<file path="src/rtl/ravenoc_axi_pkt_gen.sv">
// AXI4 INCR write-burst generator: N bursts to one address, data = seed + run beat index.
// Latency: awvalid/busy_o one cycle after start_i; done_o one cycle after the last B handshake.
// Backpressure: one burst outstanding; every valid and its payload hold until the handshake. Option: RAVENOC_PKT_GEN_STATS_EN.
module ravenoc_axi_pkt_gen #(
  parameter int AXI_DATA_W = 32,
  parameter int AXI_ADDR_W = 32,
  parameter int AXI_ALEN_W = 8
) (
  input  logic                    clk_axi,
  input  logic                    arst_axi,
  input  logic                    start_i,
  input  logic [AXI_ADDR_W-1:0]   dest_addr_i,
  input  logic [AXI_ALEN_W-1:0]   burst_len_i,
  input  logic [15:0]             num_pkts_i,
  input  logic [AXI_DATA_W-1:0]   seed_i,
  output logic                    busy_o,
  output logic                    done_o,
  output logic [15:0]             pkt_cnt_o,
  output logic [15:0]             err_cnt_o,
  output logic [31:0]             lat_max_o,
  output logic                    awid,
  output logic [AXI_ADDR_W-1:0]   awaddr,
  output logic [AXI_ALEN_W-1:0]   awlen,
  output logic [2:0]              awsize,
  output logic [1:0]              awburst,
  output logic                    awvalid,
  input  logic                    awready,
  output logic [AXI_DATA_W-1:0]   wdata,
  output logic [AXI_DATA_W/8-1:0] wstrb,
  output logic                    wlast,
  output logic                    wvalid,
  input  logic                    wready,
  input  logic                    bid,
  input  logic [1:0]              bresp,
  input  logic                    bvalid,
  output logic                    bready
);

  localparam logic [2:0] AWSIZE = 3'($clog2(AXI_DATA_W/8));

  typedef enum logic [2:0] {ST_IDLE, ST_AW, ST_W, ST_B, ST_DONE} state_t;

  state_t                  state_q, state_d;
  logic [AXI_ADDR_W-1:0]   addr_q;
  logic [AXI_ALEN_W-1:0]   len_q;
  logic [AXI_ALEN_W-1:0]   beat_q;
  logic [15:0]             num_q;
  logic [15:0]             pkt_q;
  logic [15:0]             err_q;
  logic [AXI_DATA_W-1:0]   data_q;
  logic                    start_acc;
  logic                    aw_hs, w_hs, b_hs, last_beat;
  logic                    unused_bid;

  assign unused_bid = bid;
  assign start_acc  = (state_q == ST_IDLE) && start_i;
  assign aw_hs      = awvalid && awready;
  assign w_hs       = wvalid && wready;
  assign b_hs       = bvalid && bready;
  assign last_beat  = (beat_q == len_q);

  always_ff @(posedge clk_axi or negedge arst_axi) begin
    if (!arst_axi) state_q <= ST_IDLE;
    else           state_q <= state_d;
  end

  always_comb begin
    state_d = state_q;
    unique case (state_q)
      ST_IDLE: if (start_i) state_d = (num_pkts_i == 16'd0) ? ST_DONE : ST_AW;
      ST_AW:   if (awready) state_d = ST_W;
      ST_W:    if (wready && last_beat) state_d = ST_B;
      ST_B:    if (bvalid) state_d = (pkt_q + 16'd1 == num_q) ? ST_DONE : ST_AW;
      ST_DONE: state_d = ST_IDLE;
      default: state_d = ST_IDLE;
    endcase
  end

  // Payloads are only driven in their own phase so reset and idle present all-zero outputs.
  always_comb begin
    busy_o  = (state_q != ST_IDLE);
    done_o  = (state_q == ST_DONE);
    awid    = 1'b0;
    awaddr  = '0;
    awlen   = '0;
    awsize  = 3'd0;
    awburst = 2'b00;
    awvalid = 1'b0;
    wdata   = '0;
    wstrb   = '0;
    wlast   = 1'b0;
    wvalid  = 1'b0;
    bready  = 1'b0;
    unique case (state_q)
      ST_AW: begin
        awvalid = 1'b1;
        awaddr  = addr_q;
        awlen   = len_q;
        awsize  = AWSIZE;
        awburst = 2'b01;
      end
      ST_W: begin
        wvalid = 1'b1;
        wdata  = data_q;
        wstrb  = '1;
        wlast  = last_beat;
      end
      ST_B:    bready = 1'b1;
      default: ;
    endcase
  end

  // data_q is the run-global beat counter; it is deliberately not cleared between bursts.
  always_ff @(posedge clk_axi or negedge arst_axi) begin
    if (!arst_axi) begin
      addr_q <= '0;
      len_q  <= '0;
      num_q  <= '0;
      data_q <= '0;
      beat_q <= '0;
      pkt_q  <= '0;
      err_q  <= '0;
    end else begin
      if (start_acc) begin
        addr_q <= dest_addr_i;
        len_q  <= burst_len_i;
        num_q  <= num_pkts_i;
        data_q <= seed_i;
        pkt_q  <= '0;
        err_q  <= '0;
      end
      if (aw_hs) beat_q <= '0;
      if (w_hs) begin
        beat_q <= beat_q + AXI_ALEN_W'(1);
        data_q <= data_q + AXI_DATA_W'(1);
      end
      if (b_hs) begin
        pkt_q <= pkt_q + 16'd1;
        if (bresp != 2'b00 && err_q != 16'hFFFF) err_q <= err_q + 16'd1;
      end
    end
  end

  assign pkt_cnt_o = pkt_q;
  assign err_cnt_o = err_q;

`ifdef RAVENOC_PKT_GEN_STATS_EN
  logic [31:0] lat_cnt_q, lat_max_q;
  logic        enter_aw;

  assign enter_aw = (state_d == ST_AW) && (state_q != ST_AW);

  // lat_cnt_q counts inclusively: 1 on the first awvalid cycle, burst length in cycles at B.
  always_ff @(posedge clk_axi or negedge arst_axi) begin
    if (!arst_axi) begin
      lat_cnt_q <= '0;
      lat_max_q <= '0;
    end else begin
      if (start_acc) lat_max_q <= '0;
      if (enter_aw)
        lat_cnt_q <= 32'd1;
      else if ((state_q == ST_AW || state_q == ST_W || state_q == ST_B) && lat_cnt_q != 32'hFFFF_FFFF)
        lat_cnt_q <= lat_cnt_q + 32'd1;
      if (b_hs && lat_cnt_q > lat_max_q) lat_max_q <= lat_cnt_q;
    end
  end

  assign lat_max_o = lat_max_q;
`else
  assign lat_max_o = '0;
`endif

endmodule

</file>
<file path="config.mk">
export PLATFORM = sky130hd
export DESIGN_NAME = ravenoc_axi_pkt_gen
export DESIGN_NICKNAME = d
export VERILOG_FILES = /design/src/rtl/ravenoc_axi_pkt_gen.sv
export SDC_FILE = /design/constraint.sdc
export NUM_CORES = 1
export LEC_CHECK = 0
export ABC_CLOCK_PERIOD_IN_PS = 2210
export CORE_MARGIN = 5
export CORE_UTILIZATION = 42
export CTS_BUF_LIST = sky130_fd_sc_hd__clkbuf_16
export DETAILED_ROUTE_END_ITERATION = 7
export PLACE_DENSITY = 0.88
export SYNTH_ARGS = -nofsm -noshare
export SYNTH_HDL_FRONTEND = slang
export SYNTH_SLANG_ARGS = --single-unit
</file>
<file path="constraint.sdc">
create_clock -name clk_axi -period 2.21 [get_ports clk_axi]
set_input_delay 0.3315 -clock clk_axi [delete_from_list [all_inputs] [get_ports clk_axi]]
set_output_delay 0.3315 -clock clk_axi [all_outputs]
set_load 0.1 [all_outputs]
</file>
==> out/qor.csv, run 1 <==
metric,value,unit
Final WS setup,0.0234,ns
largest net degree at the start of global routing,55,
Die Area,20600,µm²
clock tree buffer depth,2,
I/O pins,249,
CP Launch Type,register,
RD Place Congestion,0.925,
cells after synthesis,889,
Post-Syn Area per Cell,8.43,µm²
FP Rows,48,
Clock Latency Late Sink,0.41,ns
clock transition at the registers of the reported paths,0.06,ns
met3 WL,1.89,mm
P_leak,5.42,nW
CTS sink cnt,131,
WHS,0.410,ns
Final min period,2.19,ns
synthesized area,7490,µm²
worst-path fanout max,6,
initial antenna violation count,1,
Synth Flop Type,dfrtp_1,
final std cells w/o fill,1382,
root buf cell,clkbuf_16,
starting density of the core,0.430,
WL/cell,18.2,µm
Tcrit/Tclk final,0.989,
core area,17400,µm²
WL final,25.2,mm
CP arrival,1.86,ns
part of the Yosys area used for sequential elements,0.437,
Synth area leader,dfrtp_1,
total gr overflow,0,
most frequent cells in the layout,"nand2_1, dfrtp_1, clkdlybuf4s50_1",
fillers,1242,
P&R area growth vs syn,60.5,%
# setup viols final,0,
chip width,144,µm
Cell variety after synth,60,
fin. max-slew vios,0,
cell area after layout,12000,µm²
met1 WL,9.49,mm
Pwr Density,1540,nW/µm²
share of layout cells above drive strength 1,0.301,
post-synthesis register bit count,131,
final hold violations,0,
vias post-DR,7642,
RSZ-0062 raised after global routing,yes,
Max Fclk,0.457,GHz
H-tree depth,4,
drt drc,0,
outcome,finished clean,
post-route antenna net violation count,0,
Worst EP required,1.88,ns
vias per cell,5.53,
die extent in y,144,µm
# Max-Cap Violations,0,
share of the synthesized area in the top cell type,0.437,
initial DRC count,477,
Post-synth EDFFs,0,
vias in the first global route,7581,
Clock Skews,0.00827,ns
pre-CTS setup slack,-0.242,ns
HP Class,in2async,
highest metal used,met4,
"Core Util, Final",0.690,
Placed Instances,1325,
"commonest non-fill, non-tap cell in the layout",nand2_1,
total power,18.6,mW
CTS Buf Count,17,
met2 routed WL,12.9,mm
Post-DP Area,10900,µm²
fraction of registers with async set or reset after synthesis,1.00,
"top cells by area, synth","dfrtp_1, nand2_1, and2_1",
GRT Total Usage,0.237,
CTS tree,done,
setup TNS,0,ns
# port buffers,211,
Final HPWL DP,17.3,mm
first-pass GRT wire length,38.9,mm
router iterations before antenna repair,5,
Max IR drop VDD,1420,µV
Setup Crit Path Kind,reg2out,
CP endpoint kind,output port,
Nets,1244,
YS warnings,0,
## report_power, final
part | internal [mW] | switching (mW) | leakage [nW]
Combinational | 4.43 | 7.22 | 3.52
Sequential | 3.28 | 0.845 | 1.62
Clock | 1.74 | 1.06 | 0.285
Total | 9.45 | 9.13 | 5.42
## flip-flops by register name, summed over array words and instances (netlist names)
name	count
num_q	16
pkt_cnt_o	16
err_cnt_o	16
data_q	32
addr_q	32
len_q	8
beat_q	8
state_q	3
## cells by family (layout without fill, tap and decap cells)
| logic type | count (synthesis) | after routing | share of synthesized area |
|---|---|---|---|
| simple gates | 461 | 461 | 0.299 |
| xor+xnor | 34 | 34 | 0.0397 |
| flops | 131 | 131 | 0.437 |
| buf+inv | 101 | 333 | 0.0745 |
| fa+ha+maj | 4 | 4 | 0.00668 |
| compound gates | 150 | 150 | 0.133 |
| other cells | 1 | 37 | 0.000500 |
| mux | 7 | 7 | 0.00968 |
## final cells by class
class | instances | area (µm²) | area share
multi-input combinational | 692 | 4060 | 0.338
timing repair buffer | 292 | 3720 | 0.309
sequential | 131 | 3350 | 0.279
clock buffer | 17 | 425 | 0.0354
tap | 225 | 282 | 0.0234
clock inverter | 15 | 150 | 0.0125
inverter | 9 | 33.8 | 0.00281
antenna | 1 | 2.50 | 0.000208
## worst max-delay path, stage by stage, from the launching register on
cell,delay (ns)
dfrtp_2,0.42
buf_6,0.13
nor3b_4,0.21
buf_6,0.19
clkbuf_16,0.16
and2_4,0.15
buf_12,0.17
## metal layers
metal | vias to the layer above | global-route usage
met4 | 0 | 0.101
met1 | 3697 | 0.287
met5 | - | 0
met3 | 66 | 0.0589
met2 | 364 | 0.402
li1 | 3515 | -
## path summary, 6_finish.rpt
kind | start | end | slack [ns] | cells past startpoint
max | state_q[1] | awlen[3] | 0.02 | 6
min | arst_axi | data_q[25] | 0.41 | 2
max reg2reg | pkt_cnt_o[4] | state_q[0] | 0.07 | 7
min reg2reg | addr_q[19] | addr_q[19] | 0.47 | 2
max in group asynchronous | arst_axi | err_cnt_o[3] | 1.12 | 3
min in group clk_axi | dest_addr_i[8] | addr_q[8] | 0.44 | 3
## cells in the mapped netlist, drive strengths merged (2+ instances only)
| master | n |
|---|---|
| nand2 | 229 |
| dfrtp | 131 |
| and2 | 78 |
| buf | 57 |
| o21ai | 47 |
| nor2 | 41 |
| clkbuf | 35 |
| nand3 | 34 |
| a21oi | 24 |
| nand4 | 20 |
| xnor2 | 17 |
| xor2 | 17 |
| nor4 | 14 |
| and3 | 13 |
| nor3 | 11 |
| o211ai | 10 |
| o311ai | 10 |
| inv | 9 |
| o31ai | 8 |
| o22ai | 7 |
| a211oi | 6 |
| and4 | 6 |
| a31oi | 5 |
| mux2i | 5 |
| nor3b | 5 |
| a221o | 4 |
| a311oi | 4 |
| ha | 4 |
| o41ai | 4 |
| a21o | 3 |
| and4b | 3 |
| o21a | 3 |
| a211o | 2 |
| a22o | 2 |
| a311o | 2 |
| a31o | 2 |
| a41oi | 2 |
| mux2 | 2 |
## what timing repair did
item	4_1_cts	5_1_grt
hold buffers	1	0
resized for setup	44	51
pin swaps	3	35
setup buffers	7	9
endpoints found under the setup margin	79	72
endpoints found under the hold margin	29	0
gates cloned	4	4
Power figures use the tool's default switching activity.
==> inputs of run 2 (changes only) <==
--- a/config.mk
+++ b/config.mk
@@ -6,10 +6,10 @@
 export NUM_CORES = 1
 export LEC_CHECK = 0
 export ABC_CLOCK_PERIOD_IN_PS = 2210
-export CORE_MARGIN = 5
 export CORE_UTILIZATION = 42
 export CTS_BUF_LIST = sky130_fd_sc_hd__clkbuf_16
 export DETAILED_ROUTE_END_ITERATION = 7
+export HOLD_SLACK_MARGIN = 0.1
 export PLACE_DENSITY = 0.88
 export SYNTH_ARGS = -nofsm -noshare
 export SYNTH_HDL_FRONTEND = slang
==> out/qor.csv, run 2 (same netlist as run 1, synthesis figures left out) <==
metric,value,unit,change
outcome,finished clean,,unchanged
Placed Instances,1325,,unchanged
die extent in y,136,µm,was 144 µm
Slew @ Worst Pin,0.500,ns,
initial antenna violation count,0,,was 1
HP Class,in2async,,unchanged
largest registers,"addr_q: 32 flops, data_q: 32 flops",,unchanged
fin. max-slew vios,0,,unchanged
Tcrit/Tclk final,0.994,,was 0.989
CTS tree,done,,unchanged
pre-CTS setup slack,-0.223,ns,was -0.242 ns
Critical path origin,state_q[2],,was state_q[1]
most frequent cells in the layout,"nand2_1, dfrtp_1, clkdlybuf4s50_1",,unchanged
Critical R2R Launch,state_q[0],,was pkt_cnt_o[4]
M2 GR Usage,0.434,,was 0.402
I/O pins,249,,unchanged
Clock Skews,0.00875,ns,was 0.00827 ns
clock tree buffer depth,2,,unchanged
drt drc,0,,unchanged
router iterations before antenna repair,5,,unchanged
P&R area growth vs syn,58.3,%,was 60.5%
RSZ-0062 raised after global routing,yes,,unchanged
met1 usage,0.301,,was 0.287
post-route antenna net violation count,0,,unchanged
GRT Total Usage,0.253,,was 0.237
CTS sink cnt,131,,unchanged
vias per cell,5.46,,was 5.53
Final min period,2.20,ns,was 2.19 ns
CP Launch Type,register,,unchanged
CP endpoint kind,output port,,unchanged
final std cells w/o fill,1374,,was 1382
Nets,1236,,was 1244
# setup viols final,0,,unchanged
clock transition at the registers of the reported paths,0.06,ns,about the same
Worst EP required,1.88,ns,about the same
fillers,1253,,was 1242
"Core Util, Final",0.684,,was 0.690
Pwr Density,1520,nW/µm²,was 1540 nW/µm²
largest net degree at the start of global routing,55,,unchanged
total gr overflow,0,,unchanged
root buf cell,clkbuf_16,,unchanged
total power,18.0,mW,was 18.6 mW
Max IR drop VDD,1240,µV,was 1420 µV
Setup Crit Path Kind,reg2out,,unchanged
Final HPWL DP,16.6,mm,was 17.3 mm
chip width,136,µm,was 144 µm
final hold violations,0,,unchanged
"commonest non-fill, non-tap cell in the layout",nand2_1,,unchanged
GRT busiest layer,met2,,unchanged
first-pass GRT wire length,36.1,mm,was 38.9 mm
Worst slew margin,0.665,,
share of layout cells above drive strength 1,0.299,,was 0.301
setup TNS,0,ns,unchanged
starting density of the core,0.432,,was 0.430
CP arrival,1.87,ns,was 1.86 ns
WL/cell,17.2,µm,was 18.2 µm
WL final,23.7,mm,was 25.2 mm
RD Place Congestion,0.935,,was 0.925
Max Fclk,0.455,GHz,was 0.457 GHz
worst-path fanout max,11,,was 6
CTS Buf Count,17,,unchanged
Clock Latency Late Sink,0.41,ns,about the same
# port buffers,211,,unchanged
Final WS setup,0.0129,ns,was 0.0234 ns
H-tree depth,4,,unchanged
core area,17400,µm²,about the same
P_leak,5.34,nW,was 5.42 nW
Die Area,18400,µm²,was 20600 µm²
vias post-DR,7503,,was 7642
FP Rows,48,,unchanged
vias in the first global route,7258,,was 7581
initial DRC count,382,,was 477
GR Util met3,0.0576,,was 0.0589
# Max-Cap Violations,0,,unchanged
run 2: routing by layer:
layer | up-vias | share of wire
met5 | - | 0
met1 | 3624 | 0.40
met4 | 0 | 0.033
li1 | 3498 | -
met3 | 62 | 0.063
met2 | 319 | 0.50
run 2: through the flow:
step                cell area (µm²)  hold slack [ns]
global route                  11900            0.403
floorplan                      7780           0.0359
CTS                           11600            0.367
detailed placement            10900            0.234
finish                        11900            0.368
global placement              10900            0.236
run 2: layout make-up:
| class | instances | area [µm²] | share of cell area |
|---|---|---|---|
| Tap cell | 225 | 282 | 0.0237 |
| Clock buffer | 17 | 425 | 0.0359 |
| Timing Repair Buffer | 284 | 3570 | 0.301 |
| Antenna cell | 1 | 2.50 | 0.000211 |
| Inverter | 9 | 33.8 | 0.00285 |
| Sequential cell | 131 | 3350 | 0.283 |
| Clock inverter | 15 | 126 | 0.0107 |
| Multi-Input combinational cell | 692 | 4070 | 0.343 |
run 2: path summary, 6_finish.rpt:
kind / endpoint / slack (ns) / cells after the start
setup / recovery: awaddr[14] / 0.01 / 6
max in group asynchronous: beat_q[0] / 1.14 / 3
setup reg to reg: err_cnt_o[11] / 0.05 / 8
hold reg to reg: addr_q[29] / 0.48 / 2
min in group clk_axi: len_q[7] / 0.45 / 3
hold / removal: data_q[24] / 0.37 / 2
run 2: repair_timing:
item	4_1_cts	5_1_grt
cloned	1	4
hold buffers	1	0
pin swaps	1	14
endpoints found under the hold margin	28	0
resized for setup	12	74
setup endpoints to repair	77	96
buffers inserted	5	6
run 2: where the power goes:
part | internal [mW] | total, mW | switching [mW] | leakage, nW
logic | 4.13 | 11.2 | 7.08 | 3.44
registers | 3.28 | 4.15 | 0.872 | 1.62
clock network | 1.63 | 2.66 | 1.03 | 0.279
total | 9.03 | 18.0 | 8.98 | 5.34
run 2: critical path: stages, from the launching register on:
cell,delay [ns]
dfrtp_1,0.38
buf_4,0.17
nor3b_4,0.18
buf_6,0.15
buf_6,0.21
and2_4,0.19
buf_12,0.17
